**src/rtl/load_replay_scheduler_pkg.sv**
```systemverilog
// Shared defines for the load replay path: reply reason fields, the replay
// reason encoding and the per-entry replay state.
package load_replay_scheduler_pkg;

  localparam int REPLY_REASON_W = 2;

  typedef enum logic [REPLY_REASON_W-1:0] {
    REASON_FAST = 2'b00,
    REASON_SLOW = 2'b01
  } replay_reason_e;

  typedef enum logic [1:0] {
    RS_IDLE      = 2'd0,
    RS_WAIT_FAST = 2'd1,
    RS_WAIT_SLOW = 2'd2,
    RS_READY     = 2'd3
  } replay_state_e;

endpackage

```
**src/rtl/load_replay_scheduler_replay_select.sv**
```systemverilog
// ReplaySelect: round-robin pick of up to PORTS ready entries starting at
// rr_ptr; grants fill ports 0..PORTS-1 in search order.
module replay_select #(
  parameter int ENTRIES = 8,
  parameter int PORTS   = 2,
  parameter int IW      = $clog2(ENTRIES)
) (
  input  logic [ENTRIES-1:0]         ready_vec,
  input  logic [IW-1:0]              rr_ptr,
  output logic [PORTS-1:0]           grant_valid,
  output logic [PORTS-1:0][IW-1:0]   grant_idx
);

  logic [IW:0]   sum;
  logic [IW-1:0] pos;
  logic          placed;

  always_comb begin
    grant_valid = '0;
    grant_idx   = '0;
    sum         = '0;
    pos         = '0;
    placed      = 1'b0;
    for (int k = 0; k < ENTRIES; k++) begin
      sum = {1'b0, rr_ptr} + (IW+1)'(k);
      if (sum >= (IW+1)'(ENTRIES)) sum = sum - (IW+1)'(ENTRIES);
      pos    = sum[IW-1:0];
      placed = 1'b0;
      if (ready_vec[pos]) begin
        for (int p = 0; p < PORTS; p++) begin
          if (!placed && !grant_valid[p]) begin
            grant_valid[p] = 1'b1;
            grant_idx[p]   = pos;
            placed         = 1'b1;
          end
        end
      end
    end
  end

endmodule

```
**src/rtl/load_replay_scheduler.sv**
```systemverilog
// Load replay scheduler: parks rejected loads per issue index, waits a fixed
// (fast) or bounded/woken (slow) delay, then requests reissue round-robin.
module load_replay_scheduler
  import load_replay_scheduler_pkg::*;
#(
  parameter int ENTRIES      = 8,
  parameter int PORTS        = 2,
  parameter int FAST_DELAY   = 1,
  parameter int SLOW_TIMEOUT = 16
) (
  input  logic                                   clk,
  input  logic                                   rst,
  input  logic [PORTS-1:0]                       reply_en,
  input  logic [PORTS-1:0][$clog2(ENTRIES)-1:0]  reply_idx,
  input  logic [PORTS-1:0][REPLY_REASON_W-1:0]   reply_reason,
  input  logic                                   wake_en,
  input  logic                                   flush,
  output logic [PORTS-1:0]                       replay_valid,
  output logic [PORTS-1:0][$clog2(ENTRIES)-1:0]  replay_idx,
  input  logic [PORTS-1:0]                       replay_ready,
  output logic                                   busy
);

  localparam int IW = $clog2(ENTRIES);
  localparam int CW = $clog2(SLOW_TIMEOUT + 1);
  localparam logic [CW-1:0] FAST_CNT = CW'(FAST_DELAY);
  localparam logic [CW-1:0] SLOW_CNT = CW'(SLOW_TIMEOUT);

  replay_state_e      st_q  [ENTRIES];
  replay_state_e      st_d  [ENTRIES];
  logic [CW-1:0]      cnt_q [ENTRIES];
  logic [CW-1:0]      cnt_d [ENTRIES];
  logic [IW-1:0]      rr_q, rr_d;
  logic [ENTRIES-1:0] ready_vec;
  logic [PORTS-1:0]   hs;

  always_comb begin
    ready_vec = '0;
    busy      = 1'b0;
    for (int e = 0; e < ENTRIES; e++) begin
      ready_vec[e] = (st_q[e] == RS_READY);
      busy         = busy | (st_q[e] != RS_IDLE);
    end
  end

  replay_select #(.ENTRIES(ENTRIES), .PORTS(PORTS), .IW(IW)) u_select (
    .ready_vec   (ready_vec),
    .rr_ptr      (rr_q),
    .grant_valid (replay_valid),
    .grant_idx   (replay_idx)
  );

  // Handshake: an entry is consumed at the edge where replay_valid[p] and
  // replay_ready[p] are both high; otherwise it stays READY and re-competes.
  assign hs = replay_valid & replay_ready;

  // Priority, lowest to highest: countdown, wake, handshake, enqueue, flush.
  always_comb begin
    rr_d = rr_q;
    for (int e = 0; e < ENTRIES; e++) begin
      st_d[e]  = st_q[e];
      cnt_d[e] = cnt_q[e];
      if (st_q[e] == RS_WAIT_FAST || st_q[e] == RS_WAIT_SLOW) begin
        if (cnt_q[e] <= CW'(1)) begin
          st_d[e]  = RS_READY;
          cnt_d[e] = '0;
        end else begin
          cnt_d[e] = cnt_q[e] - CW'(1);
        end
      end
      if (wake_en && st_q[e] == RS_WAIT_SLOW) begin
        st_d[e]  = RS_READY;
        cnt_d[e] = '0;
      end
      for (int p = 0; p < PORTS; p++) begin
        if (hs[p] && replay_idx[p] == IW'(e)) begin
          st_d[e]  = RS_IDLE;
          cnt_d[e] = '0;
        end
      end
      // Descending so port 0 has the final say on a shared index.
      for (int p = PORTS - 1; p >= 0; p--) begin
        if (reply_en[p] && reply_idx[p] == IW'(e)) begin
          if (reply_reason[p] == REASON_FAST) begin
            st_d[e]  = RS_WAIT_FAST;
            cnt_d[e] = FAST_CNT;
          end else begin
            st_d[e]  = RS_WAIT_SLOW;
            cnt_d[e] = SLOW_CNT;
          end
        end
      end
      if (flush) begin
        st_d[e]  = RS_IDLE;
        cnt_d[e] = '0;
      end
    end
    for (int p = 0; p < PORTS; p++) begin
      if (hs[p] && !flush) begin
        rr_d = (replay_idx[p] == IW'(ENTRIES - 1)) ? '0 : replay_idx[p] + IW'(1);
      end
    end
  end

  always_ff @(posedge clk or posedge rst) begin
    if (rst) begin
      rr_q <= '0;
      for (int e = 0; e < ENTRIES; e++) begin
        st_q[e]  <= RS_IDLE;
        cnt_q[e] <= '0;
      end
    end else begin
      rr_q <= rr_d;
      for (int e = 0; e < ENTRIES; e++) begin
        st_q[e]  <= st_d[e];
        cnt_q[e] <= cnt_d[e];
      end
    end
  end

endmodule

```
**config.mk**
```make
export PLATFORM = sky130hd
export DESIGN_NAME = load_replay_scheduler
export DESIGN_NICKNAME = d
export VERILOG_FILES = /design/src/rtl/load_replay_scheduler_pkg.sv /design/src/rtl/load_replay_scheduler_replay_select.sv /design/src/rtl/load_replay_scheduler.sv
export SDC_FILE = /design/constraint.sdc
export NUM_CORES = 1
export LEC_CHECK = 0
export BUFFER_PORTS_ARGS = -buffer_cell sky130_fd_sc_hd__buf_2
export CAP_MARGIN = 10
export CORE_ASPECT_RATIO = 1.25
export CORE_MARGIN = 2
export CORE_UTILIZATION = 35
export DETAILED_ROUTE_END_ITERATION = 8
export RECOVER_POWER = 100
export SYNTH_ARGS = -nofsm -noshare
export SYNTH_HDL_FRONTEND = slang
export SYNTH_SLANG_ARGS = --single-unit
export TNS_END_PERCENT = 10
```
**constraint.sdc**
```tcl
create_clock -name clk -period 6.1 [get_ports clk]
set_input_delay 0.915 -clock clk [delete_from_list [all_inputs] [get_ports clk]]
set_output_delay 0.915 -clock clk [all_outputs]
set_load 0.01 [all_outputs]
```
==> Yosys cells after proc, flatten, opt, wreduce, memory -nomap -nowiden <==
Cells that the tools add are included.
{ "totals": {"regBits": 59, "in_bits": 18, "output_inout_bits": 9, "elab_cells": 451} }
{ "op_classes": {"addsub": 25, "n_lt_le_gt_ge": 24, "eq_ne": 52, "n_mux": 214, "bitwise_logic": 8, "n_reduce_logical": 111} }
{ "op_table": {"columns": ["cell", "count"], "rows": [
  ["5-bit 2-to-1 mux", 66],
  ["2-bit 2-to-1 mux", 74],
  ["7-bit nonzero test", 16],
  ["3-bit 2-to-1 mux", 27],
  ["1-bit logical AND", 49],
  ["3-bit equality test (second input constant)", 16],
  ["6-bit 2-to-1 mux", 8],
  ["5-bit by 1-bit less-or-equal comparator with 1-bit output (second input constant)", 8],
  ["5-bit by 1-bit subtractor with 5-bit output (second input constant)", 8],
  ["2-bit equality test (second input constant)", 16],
  ["3-bit by 4-bit < comparator with 1-bit output (second input constant)", 8],
  ["1-bit 2-to-1 mux", 31],
  ["4-bit >= comparator (second input constant)", 7],
  ["1-bit binary-select mux with 3-bit select", 8],
  ["3-bit by 2-bit equality test with 1-bit output (second input constant)", 8],
  ["3-bit by 1-bit subtractor with 3-bit output (second input constant)", 8],
  ["2-bit nonzero test", 9],
  ["3-bit by 3-bit adder with 4-bit output (second input constant)", 4],
  ["2-bit by 1-bit equality test with 1-bit output (second input constant)", 8],
  ["2-bit AND reduction", 8],
  ["1-bit zero test", 15],
  ["3-bit by 1-bit equality test with 1-bit output (second input constant)", 4],
  ["3-bit zero test", 4],
  ["3-bit by 2-bit adder with 4-bit output (second input constant)", 2],
  ["other kinds (7)", 22]
]} }

==> Longest topological paths before layout <==
{ "logic_depth": {"word_depth": 56, "depth_mapped": 27, "ltp_nobuf": 23} }

==> Modules after synthesis <==
Synthesis repeated with hierarchy kept, for this count alone.
{ "hier_totals": {"cells_unflattened": 709, "hier_area_um2": 6023.3} }
{ "modules_own_cells": {"columns": ["module", "n_inst", "cells_per_inst", "area_per_inst_um2"], "rows": [
  ["load_replay_scheduler", 1, 538, 4670.7],
  ["replay_select", 1, 171, 1352.5]
]} }

==> Least setup slack after synthesis <==
OpenSTA, ideal clock, no wires.
{ "synth_timing": {"path_type": "reg2reg", "start": "register rr_q[0]", "end": "register st_q[8] (netlist bit)", "setup_time_ns": 0.125, "t_arrival_ns": 5.472, "setup_slack_ns": 0.504, "path_stages_with_launch": 26, "cell_sequence": "dfrtp_1 -> buf_4 -> inv_4 -> ha_1 -> buf_4 -> buf_2 -> mux2_2 -> mux2i_1 -> o21ai_1 -> inv_1 -> ha_1 -> clkbuf_1 -> nand3_4 -> o221ai_1 -> nand3_1 -> nor2_1 -> a21oi_1 -> o32ai_1 -> ha_1 -> ha_1 -> a21o_1 -> nor4_1 -> and3_1 -> buf_2 -> nor2_1 -> mux2_2"} }
{ "synth_rtl": {"columns": ["element", "line", "source"], "rows": [
  ["from (decl)", "load_replay_scheduler.sv:33", "logic [IW-1:0] rr_q, rr_d;"],
  ["from (signal assigned)", "load_replay_scheduler.sv:113", "rr_q <= rr_d;"],
  ["to (signal, indexed assignment)", "load_replay_scheduler.sv:115", "st_q[e] <= st_d[e];"],
  ["to (decl)", "load_replay_scheduler.sv:29", "replay_state_e st_q [ENTRIES];"]
]} }

==> Final worst setup path <==
{ "layout_timing": {"start": "register rr_q[1]", "end": "register cnt_q[2] (netlist bit)"} }
{ "layout_via": {"elab_chain_len": 41} }
{ "layout_lines": {"columns": ["element", "line", "source"], "rows": [
  ["parallel branches: the longest is 41 deep, another holds 3-bit by 1-bit adder with 4-bit output", null, null],
  ["to (signal, indexed assignment)", "load_replay_scheduler.sv:116", "cnt_q[e] <= cnt_d[e];"],
  ["to (decl)", "load_replay_scheduler.sv:31", "logic [CW-1:0] cnt_q [ENTRIES];"]
]} }
Several ways; the timed one is not identified. The select of a mux whose other input is x is not followed.
A chain may end at the register's enable or synchronous reset.

==> impl_metrics.toml <==
[logic_synthesis]
syn_area_per_cell_sq_um = 8.09
synth_mux_area_frac = 0.107
synth_fp_nets = 845
synth_top_family_by_area = "simple AND/OR/NAND/NOR gates"
netlist-cell-type-count = 82
list_of_most_frequent_post_synthesis_cells = "nor2_1 (87), nand2_1 (79), dfrtp_1 (59)"
synth_cells = 769
yosys_most_used_dff = "dfrtp_1"
synth_simple_gate_area_frac = 0.250
leading_cell_type_by_number_of_instances_after_synthesis = "nor2_1"
postSynthRegisterBits = 59
synth_warnings = 0
yosys.area.top_type = "dfrtp_1"
mappedNetlistArea_sq_mm = 0.00622
seq_area_frac_synth = 0.237
xor_and_xnor_area_share_after_synthesis = 0.0193
synth_compound_gate_area_share = 0.216
synth_adder_area_share = 0.117
ys_top_cells_by_area = "dfrtp_1 (24%), ha_1 (12%), nor2_1 (5.2%)"
synthArstFlopShare = 1.00
synth_edf_count = 0
synth_top_cell_area_share = 0.237

[clock_tree]
clkTransAtPathRegs_ps = 50
tritoncts_num_sinks = 59
cts.repair_timing.setup_buffer_count = 0
tritoncts = "built"
cts_hold_repair.buffers = 0
tritoncts.num_buffers = 9
postCtsResizedCells = 0
htree_levels = 3
insertion_delay_ps = 330
cts_root_buf = "clkbuf_16"
clockBufferDepth = 2

[job]
maxCapViolations = 1

[sta]
finalMaxSlewViolations = 60
slew_headroom = -1.24
timing.clock.skew_ps = 3.94
setup_tns_ps = 0
final_hold_viol_count = 0
finalSetupViolations = 0
grt_setup_unrepaired = "no"
period_needed_ps = 5630
min_period_over_period = 0.923
worst-slew-pin-transition_ps = 3360
fmax_mhz = 178

[placed_design]
post-dp-hpwl_um = 12900
dp.cells = 1007
place_area_sq_mm = 0.00660
globalplace.congestion = 0.903
numPortBuffers = 26

[worst_setup_path]
rrSetupSlack_ps = 470
r2r-end = "cnt_q[2]$_DFFE_PP0P_"
worst-endpoint-arrival_ps = 5900
crit_slowest_cell = "or4b_1"
critPathRequiredTime_ps = 6370
path_buf_inv = 3
critical_path.most_common_cell = "ha_1"
timing.critical_path.cells = "inv_1 > ha_1 > mux2_2 > mux2i_1 > o21ai_1 > inv_1 > ha_1 > nand2_2 > xnor2_1 > or3_1 > o21ai_0 > nand2_1 > a21o_1 > a21oi_1 > inv_1 > ha_1 > ha_1 > a21oi_1 > nand3_1 > or3_1 > or4b_1 > nand2_1"
reg2reg_from = "rr_q[1]$_DFFE_PP0P_"
reg2regPathDepth = 22
crit_path_max_fanout = 9
family_of_cells_with_the_greatest_summed_delay_on_the_critical_path = "simple AND/OR/NAND/NOR gates"
cp_slowest_stage_delay_ps = 480
worst_setup_path_start_kind = "flop"
setup.worst_path.class = "flop to flop"
endpoint_kind = "flop"

[cells_and_area]
multi_input_area_sq_mm = 0.00441
utilization = 0.395
fill_cells = 1840
number_of_antenna_diodes = 0
final_design_area_no_fill_sq_mm = 0.00688
seq_area_sq_mm = 0.00148
syn2layout_area_growth_pct = 10.6
final_cells = 1022
layout.nets = 870
final_layout_size_suffix_gt1_frac = 0.117

[floorplanning]
ioPinCount = 27
core_sq_mm = 0.0174
die_outline_area_sq_mm = 0.0189
die_span_in_y_um = 153
die_x_um = 123
std_cell_rows = 54
starting_density_of_the_core = 0.357

[global_routing]
grt_antenna_before_repair = 0
gr-total-overflow = 0
grt_usage = 0.184
grt_max_degree = 60
grt_pass1_vias = 5582
global_route_wire_length_before_repair_um = 28000

[worst_hold_path]
hold-path-cell-count = 1
hp-start = "st_q[12]$_DFFE_PP0P_"
worst_hold_path_type = "flop to flop"
min_to = "st_q[12]$_DFFE_PP0P_"

[drt]
detail_route.vias_per_cell = 5.65
remaining_drc_errors = 0
drtPass1Iterations = 4
first_iter_violations = 444
route.vias.total = 5779
final_antenna_net_count = 0
detail_route.wirelength_um = 17000
routed_length_per_instance_um = 16.6

[run_status]
outcome = "finished with violations"
violations = "capacitance limit, slew limit"
how the worst max path moves through the flow:
stage                     cells after the start                   end                 from  slack (ps)
after detailed placement                     22  cnt_q[2]$_DFFE_PP0P_  rr_q[1]$_DFFE_PP0P_         480
after global routing                         21   st_q[1]$_DFFE_PP0P_  rr_q[1]$_DFFE_PP0P_          20
after floorplan                              25   st_q[8]$_DFFE_PP0P_  rr_q[0]$_DFFE_PP0P_         500
after CTS                                    22  st_q[15]$_DFFE_PP0P_  rr_q[1]$_DFFE_PP0P_         450
final                                        22  cnt_q[2]$_DFFE_PP0P_  rr_q[1]$_DFFE_PP0P_         470
after global placement                       22  cnt_q[2]$_DFFE_PP0P_  rr_q[0]$_DFFE_PP0P_         570
layout by cell type, fill, tap and decap left out, types with 7 or more instances in the layout:
master      n
nor2b_1     8
mux4_2     12
mux2_2     11
mux2i_1    20
buf_2      21
inv_1      56
buf_4      10
nor2_1     87
nand2b_1   14
o31ai_1     7
o21ai_0    34
clkbuf_1    8
a211oi_1   11
ha_1       58
a21oi_1    57
nor3b_1     7
nor4_1     17
o211ai_1   10
o22ai_1     8
nand2_1    79
nand3_1    14
a21o_1      9
clkbuf_16   9
nor3_1     38
nand3b_1   10
dfrtp_1    59
metrics by stage:
| step | hold slack, ps | worst slack [ps] |
|---|---|---|
| global route | 557 | 24.6 |
| floorplan | 488 | 504 |
| global placement | 507 | 575 |
| detailed placement | 513 | 480 |
| finish | 523 | 471 |
| CTS | 525 | 447 |
kinds of logic after synthesis:
group,Yosys count
AOI/OAI and AO/OA,197
adders and majority gates,58
muxes,47
buffers and inverters,81
xor gates and xnor gates,12
and+or+nand+nor,315
DFF,59
cell type report:
cell class	instances	share of cell area
clock buffers	13	0.0378
multi-input cells	629	0.640
clock inverters	2	0.00509
flip-flops and latches	59	0.215
inverters	58	0.0320
well taps	224	0.0407
repair buffers	37	0.0295
sequential cells by signal (all words and copies together), names as in the netlist:
register  cells
cnt_q        40
st_q         16
rr_q          3
metal layers:
metal / global-route usage / wire length [um] / vias to the layer above
li1: - / - / 2864
met4: 0.0536 / 282 / 0
met3: 0.0246 / 583 / 20
met2: 0.311 / 8360 / 124
met5: 0 / 0 / -
met1: 0.243 / 7770 / 2771
Power is left out: the tool's default activity adds up to more than one toggle a clock period on the data nets, which glitch-free logic cannot reach.
